`src/rtl/spi_target_regs.sv`:
```
// SPI mode-0 target with a small burst-accessible register file. SPI pins are
// oversampled in the system clock domain; byte 0 is the command (RW + address).
module spi_target_regs #(
  parameter int unsigned ADDR_W    = 2,
  parameter logic [7:0]  ID_BYTE   = 8'hA5,
  parameter logic [7:0]  RESET_VAL = 8'h00
) (
  input  logic                      spi_wb_clk_i,
  input  logic                      spi_wb_rst_i,
  input  logic                      sck_i,
  input  logic                      cs_n_i,
  input  logic                      mosi_i,
  output logic                      miso_o,
  output logic                      miso_oe_o,
  output logic [8*(2**ADDR_W)-1:0]  regs_o,
  output logic                      wr_stb_o,
  output logic [ADDR_W-1:0]         wr_addr_o,
  output logic                      busy_o
);

  localparam int unsigned NREGS = 2 ** ADDR_W;

  typedef enum logic [1:0] {StIdle, StCmd, StData} state_e;

  // Synchronizers plus one history flop each
  logic sck_s1, sck_s2, sck_h;
  logic cs_s1, cs_s2, cs_h;
  logic mosi_s1, mosi_s2, mosi_h;

  logic sck_rise, sck_fall, cs_fall;

  state_e            state_q, state_d;
  logic [7:0]        tx_q, tx_d;
  logic [6:0]        rx_q, rx_d;
  logic [2:0]        cnt_q, cnt_d;
  logic [ADDR_W-1:0] addr_q, addr_d;
  logic              rw_q, rw_d;
  logic              loaded_q, loaded_d;
  logic              wr_stb_q, wr_stb_d;
  logic [ADDR_W-1:0] wr_addr_q, wr_addr_d;
  logic [1:0]        init_q;
  logic              armed_q;
  logic              reg_we;
  logic [7:0]        rx_byte;
  logic [ADDR_W-1:0] cmd_addr;
  logic [7:0]        regs_q [NREGS];

  assign sck_rise = sck_s2 & ~sck_h;
  assign sck_fall = ~sck_s2 & sck_h;
  assign cs_fall  = ~cs_s2 & cs_h;
  assign rx_byte  = {rx_q, mosi_h};
  assign cmd_addr = rx_byte[ADDR_W-1:0];

  always_comb begin
    state_d   = state_q;
    tx_d      = tx_q;
    rx_d      = rx_q;
    cnt_d     = cnt_q;
    addr_d    = addr_q;
    rw_d      = rw_q;
    loaded_d  = loaded_q;
    wr_stb_d  = 1'b0;
    wr_addr_d = wr_addr_q;
    reg_we    = 1'b0;
    unique case (state_q)
      StIdle: begin
        if (cs_fall && armed_q) begin
          state_d  = StCmd;
          tx_d     = ID_BYTE;
          cnt_d    = 3'd0;
          loaded_d = 1'b0;
        end
      end
      StCmd, StData: begin
        // CS deassertion wins over any simultaneous SCK edge
        if (cs_s2) begin
          state_d = StIdle;
        end else if (sck_rise) begin
          rx_d  = rx_byte[6:0];
          cnt_d = cnt_q + 3'd1;
          if (cnt_q == 3'd7) begin
            loaded_d = 1'b1;
            if (state_q == StCmd) begin
              state_d = StData;
              rw_d    = rx_byte[7];
              if (rx_byte[7]) begin
                tx_d   = regs_q[cmd_addr];
                addr_d = cmd_addr + ADDR_W'(1);
              end else begin
                tx_d   = 8'h00;
                addr_d = cmd_addr;
              end
            end else if (rw_q) begin
              tx_d   = regs_q[addr_q];
              addr_d = addr_q + ADDR_W'(1);
            end else begin
              reg_we    = 1'b1;
              wr_stb_d  = 1'b1;
              wr_addr_d = addr_q;
              addr_d    = addr_q + ADDR_W'(1);
              tx_d      = 8'h00;
            end
          end
        end else if (sck_fall) begin
          // A freshly loaded byte already presents its MSB
          if (loaded_q) begin
            loaded_d = 1'b0;
          end else begin
            tx_d = {tx_q[6:0], 1'b0};
          end
        end
      end
      default: state_d = StIdle;
    endcase
  end

  always_ff @(posedge spi_wb_clk_i) begin
    if (spi_wb_rst_i) begin
      sck_s1    <= 1'b0;
      sck_s2    <= 1'b0;
      sck_h     <= 1'b0;
      cs_s1     <= 1'b1;
      cs_s2     <= 1'b1;
      cs_h      <= 1'b1;
      mosi_s1   <= 1'b0;
      mosi_s2   <= 1'b0;
      mosi_h    <= 1'b0;
      state_q   <= StIdle;
      tx_q      <= 8'h00;
      rx_q      <= 7'h00;
      cnt_q     <= 3'd0;
      addr_q    <= '0;
      rw_q      <= 1'b0;
      loaded_q  <= 1'b0;
      wr_stb_q  <= 1'b0;
      wr_addr_q <= '0;
      init_q    <= 2'd0;
      armed_q   <= 1'b0;
      for (int i = 0; i < NREGS; i++) begin
        regs_q[i] <= RESET_VAL;
      end
    end else begin
      sck_s1    <= sck_i;
      sck_s2    <= sck_s1;
      sck_h     <= sck_s2;
      cs_s1     <= cs_n_i;
      cs_s2     <= cs_s1;
      cs_h      <= cs_s2;
      mosi_s1   <= mosi_i;
      mosi_s2   <= mosi_s1;
      mosi_h    <= mosi_s2;
      state_q   <= state_d;
      tx_q      <= tx_d;
      rx_q      <= rx_d;
      cnt_q     <= cnt_d;
      addr_q    <= addr_d;
      rw_q      <= rw_d;
      loaded_q  <= loaded_d;
      wr_stb_q  <= wr_stb_d;
      wr_addr_q <= wr_addr_d;
      // Only accept a CS fall after CS has been seen high with real pin data
      // in the synchronizer, so a frame interrupted by reset is ignored.
      if (init_q != 2'd2) begin
        init_q <= init_q + 2'd1;
      end
      if (init_q == 2'd2 && cs_s2) begin
        armed_q <= 1'b1;
      end
      if (reg_we) begin
        regs_q[addr_q] <= rx_byte;
      end
    end
  end

  for (genvar i = 0; i < NREGS; i++) begin : g_regs
    assign regs_o[8*i +: 8] = regs_q[i];
  end

  assign miso_o    = (state_q != StIdle) & tx_q[7];
  assign miso_oe_o = (state_q != StIdle);
  assign busy_o    = (state_q != StIdle);
  assign wr_stb_o  = wr_stb_q;
  assign wr_addr_o = wr_addr_q;

endmodule

```
`config.mk`:
```
export PLATFORM = sky130hd
export DESIGN_NAME = spi_target_regs
export DESIGN_NICKNAME = d
export VERILOG_FILES = /design/src/rtl/spi_target_regs.sv
export SDC_FILE = /design/constraint.sdc
export NUM_CORES = 1
export LEC_CHECK = 0
export CAP_MARGIN = 15
export CORE_AREA = 2 2 74 129
export CTS_CLUSTER_DIAMETER = 80
export DETAILED_ROUTE_END_ITERATION = 8
export DIE_AREA = 0 0 76 131
export RECOVER_POWER = 50
export SLEW_MARGIN = 0
export SYNTH_ARGS = -nofsm -noshare
export SYNTH_HDL_FRONTEND = slang
export SYNTH_SLANG_ARGS = --single-unit
```
`constraint.sdc`:
```
create_clock -name spi_wb_clk_i -period 6.65 [get_ports spi_wb_clk_i]
set_clock_uncertainty 0.2 [all_clocks]
set_input_delay 0.9975 -clock spi_wb_clk_i [delete_from_list [all_inputs] [get_ports spi_wb_clk_i]]
set_output_delay 0.9975 -clock spi_wb_clk_i [all_outputs]
set_load 0.005 [all_outputs]
```
-- Word level (Yosys, flattened, before mapping)
Memory sizes are Yosys's and may differ from the RTL's. A register that Yosys moved wholly into a read port is not among the register bits.
Index checks and enable logic that the tools add are counted.
- add/sub/neg operators: 4
- equal/unequal tests: 14
- muxes and demuxes: 44
- bitwise logic cells: 9
- reductions and logical operators: 15
- operators with widths (cell ; count):
    $mux 8 ; 10
    $mux 2 ; 10
    $ne 3x3->1 const B ; 6
    $mux 1 ; 17
    $pmux 8 s2 ; 1
    $reduce_and 4->1 ; 3
    $reduce_and 6->1 ; 2
    $reduce_and 5->1 ; 2
    $mux 3 ; 3
    $ne 2x2->1 const B ; 4
    $reduce_or 8->1 ; 1
    $add 2x1->2 const B ; 3
    $pmux 3 s2 ; 1
    $not 1->1 ; 5
    $and 1x1->1 ; 4
    $eq 2x2->1 const B ; 2
    $pmux 2 s2 ; 1
    $reduce_bool 2->1 ; 2
    $add 3x1->3 const B ; 1
    $eq 3x3->1 const B ; 1
    $reduce_and 3->1 ; 1
    $eq 2x1->1 const B ; 1
    $logic_and 1x1->1 ; 2
    $logic_not 2->1 ; 1
    other kinds (2) ; 2
- register bits after elaboration: 39
- RAM bits: 32
- input bits: 5
- logic and storage cells: 107
- memories kept: 1
- memories (memory ; words ; bits a word ; rd ports ; clocked after Yosys merged registers in ; write ports ; RTL line ; RTL):
    regs_q ; 4 ; 8 ; 6 ; 1 ; 4 ; 46 ; logic [7:0] regs_q [NREGS];

-- Logic depth before layout (Yosys ltp)
Gate-level depths: netlist of the first run.
- word-level depth: 11
- depth in mapped cells: 8

-- Worst setup path after synthesis of the first run
Ideal clock, no wire load.
- path type: register to register
- from: register state_q[0]
- to: memory regs_q[0][0] (enable)
- setup time: 0.387 ns
- data arrival time: 2.146 ns
- required time: 6.063 ns
- slack: 3.917 ns
- cell stages (with the launch flop): 8
- path buffers: 2
- clock period less this slack: 2.733 ns
- cell sequence: dfxtp_1 inv_1 ha_1 buf_2 nand4b_4 or3_1 buf_6 o31ai_1
- RTL lines (item ; RTL line ; RTL):
    from (decl) ; 32 ; state_e state_q, state_d;
    from (signal assigned) ; 128 ; state_q <= StIdle;
    from (signal assigned) ; 152 ; state_q <= state_d;
    to (decl) ; 46 ;

==> flow_metrics.tcl, run 1 <==
set metrics [dict create \
    whs_ps 211 \
    drv_cap 1 \
    avgRoutedWirePerCell_um 17.6 \
    ant_nets 0 \
    antenna_found_initial 0 \
    r2r_slack_ps 3480 \
    gp_congestion 0.778 \
    clkLatencyLatePin_ps 330 \
    hp-class "register to register" \
    synth_nets 323 \
    finalCritPeriodShare 0.601 \
    rows 46 \
    fin_util 0.479 \
    tightest_slew_ps 2100 \
    rsz0062_at_grt "false" \
    dp_hpwl_mm 5.95 \
    synth-main-ff-cell "dfxtp_1" \
    setup_viol 0 \
    htree_levels 3 \
    p_total_mw 1.10 \
    synth_top_area_frac 0.276 \
    stdcell_count 473 \
    cts_tree "done" \
    fmaxAchievable_mhz 250 \
    grt_start_max_net_pins 44 \
    setup_ws_ps 2660 \
    failed_checks "capacitance limit, slew limit" \
    synth_xor_area_frac 0.00503 \
    cts_buffers 9 \
    grt_usage 0.177 \
    end_kind "register" \
    ys_ff_latch 73 \
    multi_input_area_um2 1550 \
    synth_edf_count 32 \
    route.detailed.drc 0 \
    cts_sinks 73 \
    drive_gt1_frac 0.119 \
    dpl-instance-area_um2 3960 \
    fin_crit_ps 3990 \
    synth_area_leaders "edfxtp_1, dfxtp_1, mux4_2, and2_1, a21oi_1" \
    cts_resized 0 \
    fillCellCount 825 \
    status "finished, violations left" \
    syn_inst 312 \
    core_um2 8920 \
    yosysMostFrequentCell "dfxtp_1" \
    powerDensity_nw_per_um2 259 \
    synth_top_family_by_area "simple AND/OR/NAND/NOR gates" \
    drt_iter0_drc 126 \
    grt_pass1_vias 2447 \
    critPathMaxFanout 43 \
    muxShareOfSynthArea 0.109 \
    synth_compound_area_frac 0.119 \
    synth-simple-area-share 0.191 \
    ys_warn_count 0 \
    grt-ovfl-total 0 \
    nets 359 \
    synth.avg_cell_area_um2 11.2 \
    dieArea_um2 9960 \
    cts_hold_buffers 0 \
    synthToLayoutAreaGrowth_pct 22.5 \
    grt_pass1_wl_mm 13.3 \
    cp.required_ps 6400 \
    initial_core_util 0.391 \
    drt-total-wl_mm 8.31 \
    pre_cts_ws_ps 3270 \
    fp.dieH_um 131 \
    final_area_um2 4270 \
    startpoint_type "input pin" \
    synth.largest_area_cell "edfxtp_1" \
    routed_via_density 5.35 \
    worst_ep_arrival_time_ps 3740 \
    maxSlewHeadroom -0.398 \
    criticalPathCategory "input pin to register" \
    dp_cells 454 \
    p_leak_nw 1.57 \
    regArea_um2 1780 \
    io_pins 43 \
    synth_adder_area_share 0.0215 \
    clockBufferDepth 2 \
    async_reset_ff_frac 0 \
    diodes 0 \
    cts-root-buf "clkbuf_16" \
    dr.pass1.iters 4 \
    cts_setup_buffers 0 \
    tns_ps 0 \
    final-max-slew-violation-count 44 \
    hold_viol 0 \
    synth_area_um2 3490 \
    yosysUniqueCellTypes 46 \
    peakVddDrop_v 0.000149 \
    seq_area_frac_synth 0.511 \
    synth_commonest_cells "dfxtp_1, and2_1, edfxtp_1, nand2_1, a21oi_1" \
    die_w_um 76 \
    clkSlewWorstSetupHoldPaths_ps 50 \
    vias 2529 \
    port_buffers 42 \
]
==> layer usage <==
metal / vias up / global-route usage / wire, um / part of all wire
li1: 1199 / - / - / -
met1: 1244 / 0.209 / 3440 / 0.41
met2: 67 / 0.302 / 4210 / 0.51
met3: 19 / 0.0385 / 306 / 0.037
met4: 0 / 0.0963 / 353 / 0.042
met5: - / 0 / 0 / 0
==> logic make-up after synthesis <==
logic type | count (synthesis)
and+or+nand+nor | 113
DFF | 73
AOI/OAI and AO/OA | 61
buffers and inverters | 34
muxes | 23
adders and majority gates | 6
xor gates and xnor gates | 2
==> worst max-delay path: stages <==
cell      delay, ps
buf_2            70
clkbuf_1       1490
inv_1           560
o21ai_0         600
==> flip-flops by register name, summed over array words and instances (netlist names), 2 cells and up, named ones only <==
name and flops:
addr_q 2, cnt_q 3, init_q 2, regs_q 32, rx_q 7, state_q 2
tx_q 8, wr_addr_o 2
==> where the power goes <==
group / switching (mW) / total [mW] / internal, mW
combinational: 0.0676 / 0.119 / 0.0514
clock: 0.172 / 0.482 / 0.310
sequential: 0.0145 / 0.503 / 0.489
total: 0.255 / 1.10 / 0.850
==> final timing paths <==
check	to	depth (start not counted)	startpoint
hold / removal	cs_s2	1	cs_s1
setup / recovery	regs_q[3][6]	4	spi_wb_rst_i
setup reg to reg	regs_q[3][6]	5	state_q[0]
hold reg to reg	cs_s2	1	cs_s1
==> layout make-up <==
class,instances,share of cell area
Clock inverter,3,0.00938
Multi-Input combinational cell,205,0.363
Inverter,12,0.0106
Clock buffer,13,0.0610
Sequential cell,73,0.417
Timing Repair Buffer,47,0.104
Tap cell,120,0.0352
==> cells in the final DEF (no fill, tap or decap), drive strengths merged, types with 2 or more instances in the layout <==
cell type,count
o21ai,9
inv,12
mux2i,10
buf,4
o32ai,4
nor2,16
nand4,3
a311oi,5
a2111oi,3
and3b,2
o2111ai,3
nor3,7
clkinv,2
edfxtp,32
ha,6
a21oi,22
a211oi,3
dfxtp,41
nand2b,4
and2,34
and2b,2
clkdlybuf4s50,6
nand3b,2
o31ai,2
nand2,24
a21o,2
clkbuf,15
nor2b,7
a22oi,4
mux4,12
dlygate4sd3,35
nand3,4
xor2,2
or2,4
Note: power is estimated with default switching activity, not from simulation.
==> run 2, diff against run 1 <==
- clock period: 6.65 -> 3.31 ns (I/O delays scaled with it)
==> run 2 against run 1 <==
Compared with the run above: final cell count increased by 0.85%; clock power increased by 110%; global-route usage decreased by 0.66 points; register-to-register slack got worse by 3000 ps; sequential power increased by 100%; highest routed layer unchanged; power increased by 100%; flip-flop and latch count unchanged; the flow now finishes without violations.
==> flow_metrics.tcl, run 2 (synthesized netlist as in run 1, its figures left out) <==
set metrics [dict create \
    dieArea_um2 9960 \
    grt-ovfl-total 0 \
    dr.pass1.iters 4 \
    peakVddDrop_v 0.000324 \
    reg_top3 "regs_q x32, tx_q x8, rx_q x7" \
    cts-root-buf "clkbuf_16" \
    clock_power_share 0.447 \
    setup_viol 0 \
    cts_resized 0 \
    status "completed" \
    rows 46 \
    htree_levels 3 \
    largest_register_ffs 32 \
    wl_met2_mm 4.29 \
    fp.dieH_um 131 \
    stdcell_count 477 \
    p_int_mw 1.74 \
    die_w_um 76 \
    wl_met1_mm 3.31 \
    regMostFlops "regs_q" \
    final-max-slew-violation-count 0 \
    tightest_slew_ps 1400 \
    seqPwrFrac 0.448 \
    cts_buffers 9 \
    hold_viol 0 \
    holdPathStages 1 \
    tns_ps 0 \
    gp_congestion 0.815 \
    fin_crit_ps 2790 \
    p_leak_nw 1.57 \
    pwr-share-comb 0.105 \
    clkLatencyLatePin_ps 330 \
    antenna_found_initial 0 \
    core_um2 8920 \
    nets 363 \
    synthToLayoutAreaGrowth_pct 23.3 \
    routed_via_density 5.29 \
    fmaxAchievable_mhz 359 \
    cts_hold_buffers 0 \
    rsz0062_at_grt "false" \
    grt_pass1_vias 2443 \
    cts_setup_buffers 0 \
    cts_sinks 73 \
    initial_core_util 0.391 \
    cts_tree "done" \
    routed.top_layer "met4" \
    drt_iter0_drc 117 \
    grt_start_max_net_pins 32 \
    wl_met3_um 291 \
    final_cell_mix "dfxtp_1, dlygate4sd3_1, and2_1" \
    slowest_stage "or3_1" \
    reg2reg_depth 6 \
    maxSlewHeadroom 0.0668 \
    p_sw_mw 0.526 \
    crit_chain "inv_1 > ha_1 > nand4b_1 > or3_1 > o21ai_0 > buf_4" \
    cp.required_ps 3150 \
    diodes 0 \
    grt_usage 0.170 \
    drive_gt1_frac 0.120 \
    powerDensity_nw_per_um2 526 \
    clockBufferDepth 2 \
    criticalPathCategory "register to register" \
    slowest_delay_ps 600 \
    dp_cells 461 \
    clkSlewWorstSetupHoldPaths_ps 50 \
    swShare 0.233 \
    route.detailed.drc 0 \
    avgRoutedWirePerCell_um 17.2 \
    critPathMaxFanout 10 \
    dp_hpwl_mm 6.11 \
    drv_cap 0 \
    vias 2523 \
    drt-total-wl_mm 8.21 \
    hp-class "register to register" \
    startpoint_type "register" \
    grt_pass1_wl_mm 12.8 \
    mostFrequentLayoutCell "dfxtp_1" \
    io_pins 43 \
    worst_ep_arrival_time_ps 2630 \
    end_kind "register" \
    ant_nets 0 \
    port_buffers 42 \
    finalCritPeriodShare 0.842 \
]
run 2: cell count changes in the layout (fill, tap and decap cells not counted), moves of 2 or more:
cell             delta
dlygate4sd3_1       +3
clkinv_1            +2
buf_4               +7
buf_2               -3
clkbuf_8            -2
clkdlybuf4s50_1     -3
run 2: worst paths after layout:
path | startpoint | end | slack [ps]
worst max-delay path | state_q[0] | regs_q[3][6] | 520
worst min register to register | cs_s1 | cs_s2 | 220
worst max register to register | state_q[0] | regs_q[3][6] | 520
worst min-delay path | cs_s1 | cs_s2 | 220
run 2: power by group through the flow:
| stage | Combinational (mW) | Clock, mW | Sequential (mW) |
|---|---|---|---|
| 6_report | 0.237 | 1.01 | 1.01 |
| 5_1_grt | 0.264 | 1.06 | 1.02 |
| 4_1_cts | 0.250 | 1.03 | 1.01 |
| 3_5_place_dp | 0.249 | 0 | 1.03 |
| 3_3_place_gp | 0.243 | 0 | 1.03 |
| 2_1_floorplan | 0.166 | 0 | 1.02 |
run 2: worst max-delay path, delay by kind of cell, from the launching register on:
family | cells | cell delay, ps
compound gates | 1 | 360
fa+ha+maj | 1 | 470
buf+inv | 2 | 270
flops | 1 | 360
simple gates | 2 | 830
run 2: layout make-up:
class                   count  area [um^2]
fillers                   835         4620
flip-flops and latches     73         1780
multi-input cells         205         1530
repair buffers             51          478
clock buffers               9          225
well taps                 120          150
clock inverters             7         85.1
inverters                  12         45.0
run 2: metrics by stage:
step | power, mW | utilization | instance area [um^2] | hold WS [ps] | setup WS, ps
after global routing | 2.34 | 0.482 | 4300 | 223 | 406
final | 2.26 | 0.482 | 4300 | 216 | 522
after detailed placement | 1.28 | 0.450 | 4020 | 210 | 590
after floorplan | 1.19 | - | 3490 | 189 | 577
after CTS | 2.30 | 0.485 | 4330 | 222 | 566
after global placement | 1.27 | 0.450 | 4020 | 198 | 628
run 2: layer usage:
metal	vias to the layer above	global-route usage
li1	1212	-
met1	1223	0.182
met2	60	0.309
met3	28	0.0337
met4	0	0.106
met5	-	0
==> run 3, diff against run 2 <==
- clock period: 3.31 -> 2.43 ns (I/O delays scaled with it)
==> run 3 against run 2 <==
Compared with the run above: clock-buffer cell count stayed put; die area stayed put; worst hold slack worse by 10 ps; via count is 2.1% higher; fmax is 21% higher; sequential share of layout area is 2.1 points lower; worst setup slack worse by 390 ps; first-iteration DRC count is 30% higher; sequential power is 36% higher; final area is 5.2% higher; register-to-register slack worse by 390 ps; critical endpoint is now tx_q[7].
==> flow_metrics.tcl, run 3 (synthesized netlist as in run 1, its figures left out) <==
set metrics [dict create \
    grt_pass1_vias 2545 \
    grt_start_max_net_pins 22 \
    setup_ws_ps 129 \
    powerDensity_nw_per_um2 718 \
    grt_pass1_wl_mm 13.6 \
    initial_core_util 0.391 \
    diodes 0 \
    dr.pass1.iters 4 \
    peakVddDrop_v 0.000473 \
    final-max-slew-violation-count 0 \
    worst_ep_arrival_time_ps 2310 \
    maxSlewHeadroom 0.634 \
    finalCritPeriodShare 0.947 \
    port_buffers 42 \
    gp_congestion 0.833 \
    fin_crit_ps 2300 \
    hold_viol 0 \
    setup_viol 0 \
    gr-usage-met2 0.320 \
    clkLatencyLatePin_ps 330 \
    p_total_mw 3.25 \
    criticalPathCategory "register to register" \
    met1_usage 0.209 \
    tns_ps 0 \
    clockBufferDepth 2 \
    reg2reg_depth 4 \
    pre_cts_ws_ps -42.4 \
    regArea_um2 1780 \
    cts-root-buf "clkbuf_16" \
    antenna_found_initial 0 \
    dieArea_um2 9960 \
    critPathMaxFanout 6 \
    drive_gt1_frac 0.190 \
    cp.required_ps 2440 \
    grt_util_met3 0.0316 \
    cts_hold_buffers 0 \
    fp.dieH_um 131 \
    cts_tree "done" \
    grt_usage 0.179 \
    grt-ovfl-total 0 \
    drt_iter0_drc 152 \
    clkSlewWorstSetupHoldPaths_ps 60 \
    dp_hpwl_mm 6.43 \
    hp-class "register to register" \
    htree_levels 3 \
    mostFrequentLayoutCell "dfxtp_1" \
    status "completed" \
    drt-total-wl_mm 8.47 \
    reg_top3 "regs_q x32, tx_q x8, rx_q x7" \
    cts_buffers 9 \
    final_cell_mix "dfxtp_1, dlygate4sd3_1, edfxtp_1" \
    r2r_slack_ps 130 \
    largest_register_ffs 32 \
    synthToLayoutAreaGrowth_pct 29.8 \
    end_kind "register" \
    drv_cap 0 \
    route.detailed.drc 0 \
    multi_input_area_um2 1580 \
    startpoint_type "register" \
    routed_via_density 5.17 \
    whs_ps 206 \
    p_leak_nw 1.70 \
    holdPathStages 1 \
    avgRoutedWirePerCell_um 17.0 \
    rsz0062_at_grt "true" \
    nets 384 \
    core_um2 8920 \
    io_pins 43 \
    fmaxAchievable_mhz 435 \
    busiest_layer "met2" \
    tightest_slew_ps 535 \
    cts_sinks 73 \
    rows 46 \
    die_w_um 76 \
    vias 2577 \
    fillCellCount 799 \
    regMostFlops "regs_q" \
    ant_nets 0 \
]
==> run 3: changes by cell type in the layout (fill, tap and decap cells not counted), sizes merged <==
| cell | delta |
|---|---|
| clkinv | -2 |
| clkdlybuf4s50 | +4 |
| clkbuf | +2 |
| dlygate4sd3 | -4 |
| bufinv | +1 |
| clkinvlp | +1 |
| buf | +19 |
==> run 3: through the flow <==
step,std cells,utilization,area (um^2)
floorplan,312,-,3500
global placement,481,0.468,4180
detailed placement,481,0.468,4180
CTS,497,0.507,4520
global route,498,0.507,4520
finish,498,0.507,4520
==> run 3: cell type report <==
class / instances / area share
timing repair buffer: 72 / 0.139
multi-input combinational: 205 / 0.348
tap: 120 / 0.0332
clock buffer: 9 / 0.0498
inverter: 12 / 0.00996
clock inverter: 7 / 0.0263
sequential: 73 / 0.394
==> run 3: path summary, 6_finish.rpt <==
path / from / endpoint
hold reg to reg: cs_s1 / cs_s2
setup / recovery: mosi_h / tx_q[7]
setup reg to reg: mosi_h / tx_q[7]
hold / removal: cs_s1 / cs_s2
==> run 3: power breakdown <==
group / internal, mW / switching, mW / leakage, nW
Combinational: 0.171 / 0.196 / 0.873
Sequential: 1.34 / 0.0385 / 0.663
Clock: 1.00 / 0.504 / 0.162
Total: 2.51 / 0.739 / 1.70
==> run 3: worst max-delay path, stage by stage (launching register included) <==
cell	delay, ps
dfxtp_1	580
mux4_2	560
a2111oi_1	570
buf_4	200
o32ai_1	70
==> run 3: metal layers <==
metal / wire length, um / part of all wire / vias to the layer above
met3: 319 / 0.038 / 16
met2: 4530 / 0.54 / 55
met5: 0 / 0 / -
li1: - / - / 1248
met4: 219 / 0.026 / 0
met1: 3400 / 0.40 / 1258
==> run 3: timing repair <==
item,in CTS,in global routing
endpoints found under the setup margin,1,23
pin swaps,0,2
setup buffers,0,1
resized for setup,1,3
